===== config.mk =====
export PLATFORM = sky130hd
export DESIGN_NAME = serial_wide_adder
export DESIGN_NICKNAME = d
export VERILOG_FILES = /design/src/rtl/serial_wide_adder_pkg.sv /design/src/rtl/adder_in_chain.sv /design/src/rtl/serial_wide_adder.sv
export SDC_FILE = /design/constraint.sdc
export NUM_CORES = 1
export LEC_CHECK = 0
export CAP_MARGIN = 20
export CORE_UTILIZATION = 46
export CTS_CLUSTER_SIZE = 16
export DETAILED_ROUTE_END_ITERATION = 12
export PLACE_DENSITY = 0.75
export SETUP_SLACK_MARGIN = 0.02
export SLEW_MARGIN = 20
export SYNTH_ARGS = -nofsm -noshare
export SYNTH_HDL_FRONTEND = slang
export SYNTH_HIERARCHICAL = 1
export SYNTH_SLANG_ARGS = --single-unit

===== constraint.sdc =====
create_clock -name clk -period 5.3 [get_ports clk]
set_clock_uncertainty 0.2 [all_clocks]
set_input_delay 0.795 -clock clk [delete_from_list [all_inputs] [get_ports clk]]
set_output_delay 0.795 -clock clk [all_outputs]
set_load 0.01 [all_outputs]

===== src/rtl/serial_wide_adder_pkg.sv =====
// Shared types for the slice-serial wide adder.
package serial_wide_adder_pkg;

  // Control states of the serial adder.
  //   IDLE - waiting for a request (in_ready high)
  //   RUN  - one slice of the operands is added per clock
  //   DONE - result presented until the consumer takes it
  typedef enum logic [1:0] {
    IDLE = 2'd0,
    RUN  = 2'd1,
    DONE = 2'd2
  } state_e;

  // Width of a counter that indexes n items. The result is never less than 1
  // bit, so a single-slice configuration still gets a legal index register.
  function automatic int idx_width(input int n);
    return (n > 1) ? $clog2(n) : 1;
  endfunction

endpackage


===== src/rtl/adder_in_chain.sv =====
// One link of a ripple chain: width-bit add with carry in and carry out.
module adder_in_chain #(
  parameter int width = 16
) (
  input  logic [width-1:0] lhs_i,
  input  logic [width-1:0] rhs_i,
  input  logic             icarry,
  output logic [width-1:0] sum_o,
  output logic             ocarry
);

  // Add with one extra bit of headroom; the top bit is the carry out.
  always_comb begin
    {ocarry, sum_o} = {1'b0, lhs_i} + {1'b0, rhs_i} + {{width{1'b0}}, icarry};
  end

endmodule


===== src/rtl/serial_wide_adder.sv =====
// Wide adder that processes one slice_width-bit slice per clock, least
// significant slice first, carrying between slices through a register.
// A request is accepted in IDLE, takes N = width/slice_width clocks in RUN,
// and the result is held in DONE until out_ready.
module serial_wide_adder
  import serial_wide_adder_pkg::*;
#(
  parameter int width       = 64,
  parameter int slice_width = 16
) (
  input  logic             clk,
  input  logic             rst_n,
  input  logic             in_valid,
  output logic             in_ready,
  input  logic [width-1:0] in_lhs,
  input  logic [width-1:0] in_rhs,
  input  logic             in_carry,
  output logic             out_valid,
  input  logic             out_ready,
  output logic [width-1:0] out_sum,
  output logic             out_carry,
  output logic             busy
);

  localparam int N     = width / slice_width;
  localparam int IDX_W = idx_width(N);

  // Refuse to elaborate a configuration that does not split into whole slices.
  generate
    if (slice_width < 1 || width < slice_width || (width % slice_width) != 0) begin : g_bad_params
      $error("serial_wide_adder: width (%0d) must be a positive multiple of slice_width (%0d)",
             width, slice_width);
    end
  endgenerate

  // Operands and result viewed as arrays of slices, indexed by the slice counter.
  typedef logic [N-1:0][slice_width-1:0] slices_t;
  typedef logic [IDX_W-1:0]              idx_t;

  state_e  state_q, state_d;
  slices_t lhs_q, lhs_d;
  slices_t rhs_q, rhs_d;
  slices_t sum_q, sum_d;
  idx_t    idx_q, idx_d;
  logic    carry_q, carry_d;
  logic    out_carry_q, out_carry_d;

  logic [slice_width-1:0] slice_sum;
  logic                   slice_carry;
  logic                   last_slice;

  // The only arithmetic on operand data: the current slice plus the carry
  // left over from the previous slice.
  adder_in_chain #(
    .width (slice_width)
  ) u_slice_add (
    .lhs_i  (lhs_q[idx_q]),
    .rhs_i  (rhs_q[idx_q]),
    .icarry (carry_q),
    .sum_o  (slice_sum),
    .ocarry (slice_carry)
  );

  assign last_slice = (idx_q == idx_t'(N - 1));

  // Next-state and datapath steering for the IDLE -> RUN -> DONE sequence.
  always_comb begin
    // NOTE: every _d signal is given its hold value first; any path through the
    // case that does not override it keeps the register, so no latch is inferred.
    state_d     = state_q;
    lhs_d       = lhs_q;
    rhs_d       = rhs_q;
    sum_d       = sum_q;
    idx_d       = idx_q;
    carry_d     = carry_q;
    out_carry_d = out_carry_q;

    unique case (state_q)
      IDLE: begin
        if (in_valid) begin
          lhs_d       = in_lhs;
          rhs_d       = in_rhs;
          carry_d     = in_carry;
          sum_d       = '0;
          out_carry_d = 1'b0;
          idx_d       = '0;
          state_d     = RUN;
        end
      end
      RUN: begin
        sum_d[idx_q] = slice_sum;
        carry_d      = slice_carry;
        if (last_slice) begin
          // Index stays at N-1 so it can never wrap into a second pass.
          out_carry_d = slice_carry;
          state_d     = DONE;
        end else begin
          idx_d = idx_q + idx_t'(1);
        end
      end
      DONE: begin
        if (out_ready) begin
          state_d = IDLE;
        end
      end
      default: begin
        state_d = IDLE;
      end
    endcase
  end

  // Control state and result registers, cleared by the asynchronous reset.
  always_ff @(posedge clk or negedge rst_n) begin
    // NOTE: non-blocking assignments so every register here samples the values
    // from before the edge, independent of statement order.
    if (!rst_n) begin
      state_q     <= IDLE;
      idx_q       <= '0;
      carry_q     <= 1'b0;
      sum_q       <= '0;
      out_carry_q <= 1'b0;
    end else begin
      state_q     <= state_d;
      idx_q       <= idx_d;
      carry_q     <= carry_d;
      sum_q       <= sum_d;
      out_carry_q <= out_carry_d;
    end
  end

  // Operand holding registers.
  always_ff @(posedge clk) begin
    // NOTE: no reset on the operand registers; they are always loaded on the
    // accepting edge before being read, so clearing them buys nothing.
    lhs_q <= lhs_d;
    rhs_q <= rhs_d;
  end

  assign in_ready  = (state_q == IDLE);
  assign out_valid = (state_q == DONE);
  assign busy      = (state_q != IDLE);
  assign out_sum   = sum_q;
  assign out_carry = out_carry_q;

endmodule

==> results.md <==
- CTS buffer count: 17
- First-pass GRT wire length: roughly 28 mm
- Final core utilization: 63.0%
- Vias per inst: 5.32
- Peak supply drop: 327 µV
- Yosys warning count: 6
- Clock root buffer master: clkbuf_16
- Most frequent cells in the layout: clkdlybuf4s50_1, edfxtp_1, dfrtp_1
- Yosys reg bits: ~200
- Worst hold path type: reg -> reg
- FFs w/ async S/R, synth: 35.4%
- Initial antenna violation count: 0
- Global Route Usage Sum: 20.4%
- Synth Instances: roughly 480
- Fmax: 0.228 GHz
- Drc violations: 0
- Max Cap Viol: 0
- Fin. Hold Viols: 0
- Vias after detailed routing: ~5000
- Seq/Total Area, Yosys: 68.2%
- Gate power share: 50.0%
- Slew Viols, Final: 0
- Std-Cell Core Area: 17400 µm²
- Finish-stage setup viols: 0
- Switching pwr: between 2 and 3 mW
- RSZ-0062 raised after global routing: no
- Yosys cell types: 49
- Fin nets: 839
- # rows: 48
- R2R setup slack: 0.91 ns
- Area after DPL: between 10000 and 15000 µm²
- Clk Latency, worst-skew pair: 0.43 ns
- Die area: 18400 µm²
- Layout cells sized above 1: a little under an eighth
- Switching share of total power: 38.3%
- TritonCTS clock tree: done
- Mapped cell area: 8210 µm²
- EDFF count, synth: 128
- Vias in the first global route: 5105
- Ports: about 200
- Internal power: 4.39 mW
- Status: finished clean
- DR iter-0 viols: 283
- Sequential power share: 33.2%
- Placed cell count: between 800 and 900
- Cts repair resizes: 0
- Leak pwr: between 4 and 5 nW
- Final instance area: 10900 µm²
- Slew @ Worst Pin: 0.849 ns
- Die Span X: 136 µm
- Crit path arrival time: roughly 4.5 ns
- Max_slew headroom: between 40 and 50%
- PwrDens: 651 nW/µm²
- Final TNS setup: 0 ns
- Syn Nets: 634
- Antenna-violating nets left: 0
- Share of the synthesized area in the top cell type: 46.8%
- DR WL/cell: 19.0 µm
- Layout area overhead: 33.3%
- Routed WL: 17.5 mm
- Most common cell after layout, fill and taps aside: clkdlybuf4s50_1
- Non-Filler Instances: 922
- CP endpoint kind: flop
- Hpwl dp: 12.8 mm
- Post-CTS Hold Fix Bufs: 0
- Port Buffer Count: 200
- Ys flop type: edfxtp_1
- Final Cycle Share: just over 80%
- Chip height: 136 µm
- Pin count of the biggest net entering global routing: 75
- Starting Density: 47.3%
- Number of clock sinks: 198
- Post-Place Setup Slack: 0.850 ns
- Maximum buffer depth of the clock tree: 2
- GRT overflow: 0
- Reg clk slew, reported paths: 0.07 ns
- Synth area leader: edfxtp_1
- Dominant cells by area after synthesis: edfxtp_1, dfrtp_1, mux4_2
- Htree depth: 4
- Ant diodes: 0
- Crit-path max FO: 21
- Setup ws final: 0.908 ns
- Clock power share: 16.8%
- Crit start category: flop
- Fin crit period: 4.39 ns
- Critical Path RT: 5.40 ns
- First drt pass iteration count: 5
- Critical path class: reg -> reg
- Syn Area/Cell: 17.1 µm²
- Postcts setup bufs: 0
- RD Place Congestion: 0.771
==> per-stage QoR <==
stage | power, mW | hold slack (ns)
floorplan | 4.78 | 0.299
global placement | 5.85 | 0.282
detailed placement | 5.95 | 0.287
CTS | 7.16 | 0.303
global route | 7.56 | 0.320
finish | 7.12 | 0.300
==> power by group through the flow <==
stage	sequential [mW]	clock, mW	combinational (mW)
global placement	2.38	0	3.47
detailed placement	2.40	0	3.55
finish	2.36	1.19	3.56
global route	2.41	1.28	3.87
floorplan	2.37	0	2.40
CTS	2.37	1.22	3.57
==> critical path, cell delays in order, from the launching register on <==
cell and delay (ns):
dfrtp_2 0.71, buf_4 0.48, mux4_2 0.60, fa_1 0.49
a21oi_2 0.21, o21ai_2 0.11, a21oi_2 0.24, o311ai_4 0.13
a221o_1 0.32, a21o_1 0.17, nor2b_1 0.13, mux2_2 0.28
a22o_1 0.18
==> worst paths after layout <==
| check | start | endpoint | cells past startpoint |
|---|---|---|---|
| setup / recovery | idx_q[0] | out_carry | 12 |
| setup reg to reg | idx_q[0] | out_carry | 12 |
| min in group asynchronous | rst_n | out_sum[23] | 2 |
| hold / removal | out_sum[5] | out_sum[5] | 1 |
| max in group asynchronous | rst_n | idx_q[0] | 2 |
| hold reg to reg | out_sum[5] | out_sum[5] | 1 |
==> logic make-up (layout without fill, tap and decap cells) <==
logic type / Yosys count / in the layout / share of synthesized area [%]
flip-flops: 198 / 198 / 68.2
AO/OA/AOI/OAI: 102 / 102 / 10.2
multiplexers: 49 / 49 / 10.9
AND/OR/NAND/NOR: 48 / 48 / 2.71
buffers and inverters: 46 / 264 / 3.02
adder cells (fa/ha/maj): 22 / 22 / 3.54
XOR/XNOR: 14 / 14 / 1.49
==> final cells by class <==
| type | instances | area [µm²] |
|---|---|---|
| clock buffer | 19 | 433 |
| clock inverter | 13 | 108 |
| fill | 1194 | 6420 |
| inverter | 26 | 97.6 |
| multi-input combinational | 235 | 2360 |
| sequential | 198 | 5600 |
| tap | 225 | 282 |
| timing repair buffer | 206 | 2050 |
==> Yosys cell counts, types with 2 or more instances <==
| cell type | number |
|---|---|
| nor2b_1 | 2 |
| xor2_1 | 5 |
| nand3_1 | 4 |
| a21oi_1 | 8 |
| o21a_1 | 2 |
| mux4_2 | 32 |
| a22o_1 | 50 |
| nor2_1 | 9 |
| inv_1 | 26 |
| o211ai_1 | 2 |
| buf_6 | 4 |
| dfrtp_1 | 70 |
| o31ai_1 | 2 |
| edfxtp_1 | 128 |
| buf_2 | 7 |
| buf_4 | 5 |
| nor3_1 | 2 |
| a21o_1 | 9 |
| clkbuf_1 | 2 |
| nand2b_1 | 2 |
| a21oi_2 | 4 |
| mux2i_1 | 16 |
| o21ai_0 | 6 |
| fa_1 | 2 |
| o21bai_1 | 3 |
| ha_1 | 20 |
| xnor2_1 | 9 |
| nand2_1 | 23 |
| o21ai_1 | 4 |
| a31oi_1 | 2 |
==> sequential cells by signal (all words and copies together) (netlist names) <==
name / count
lhs_q: 64
carry_q: 1
state_q: 2
rhs_q: 64
out_sum: 64
out_carry: 1
idx_q: 2
==> metal layers <==
| metal | share of wire (%) | GRT usage (%) |
|---|---|---|
| met4 | 1.7 | 7.68 |
| met3 | 5.2 | 4.94 |
| met2 | 48 | 31.7 |
| met1 | 45 | 27.9 |
| met5 | 0 | 0 |
Power figures use the tool's default switching activity.
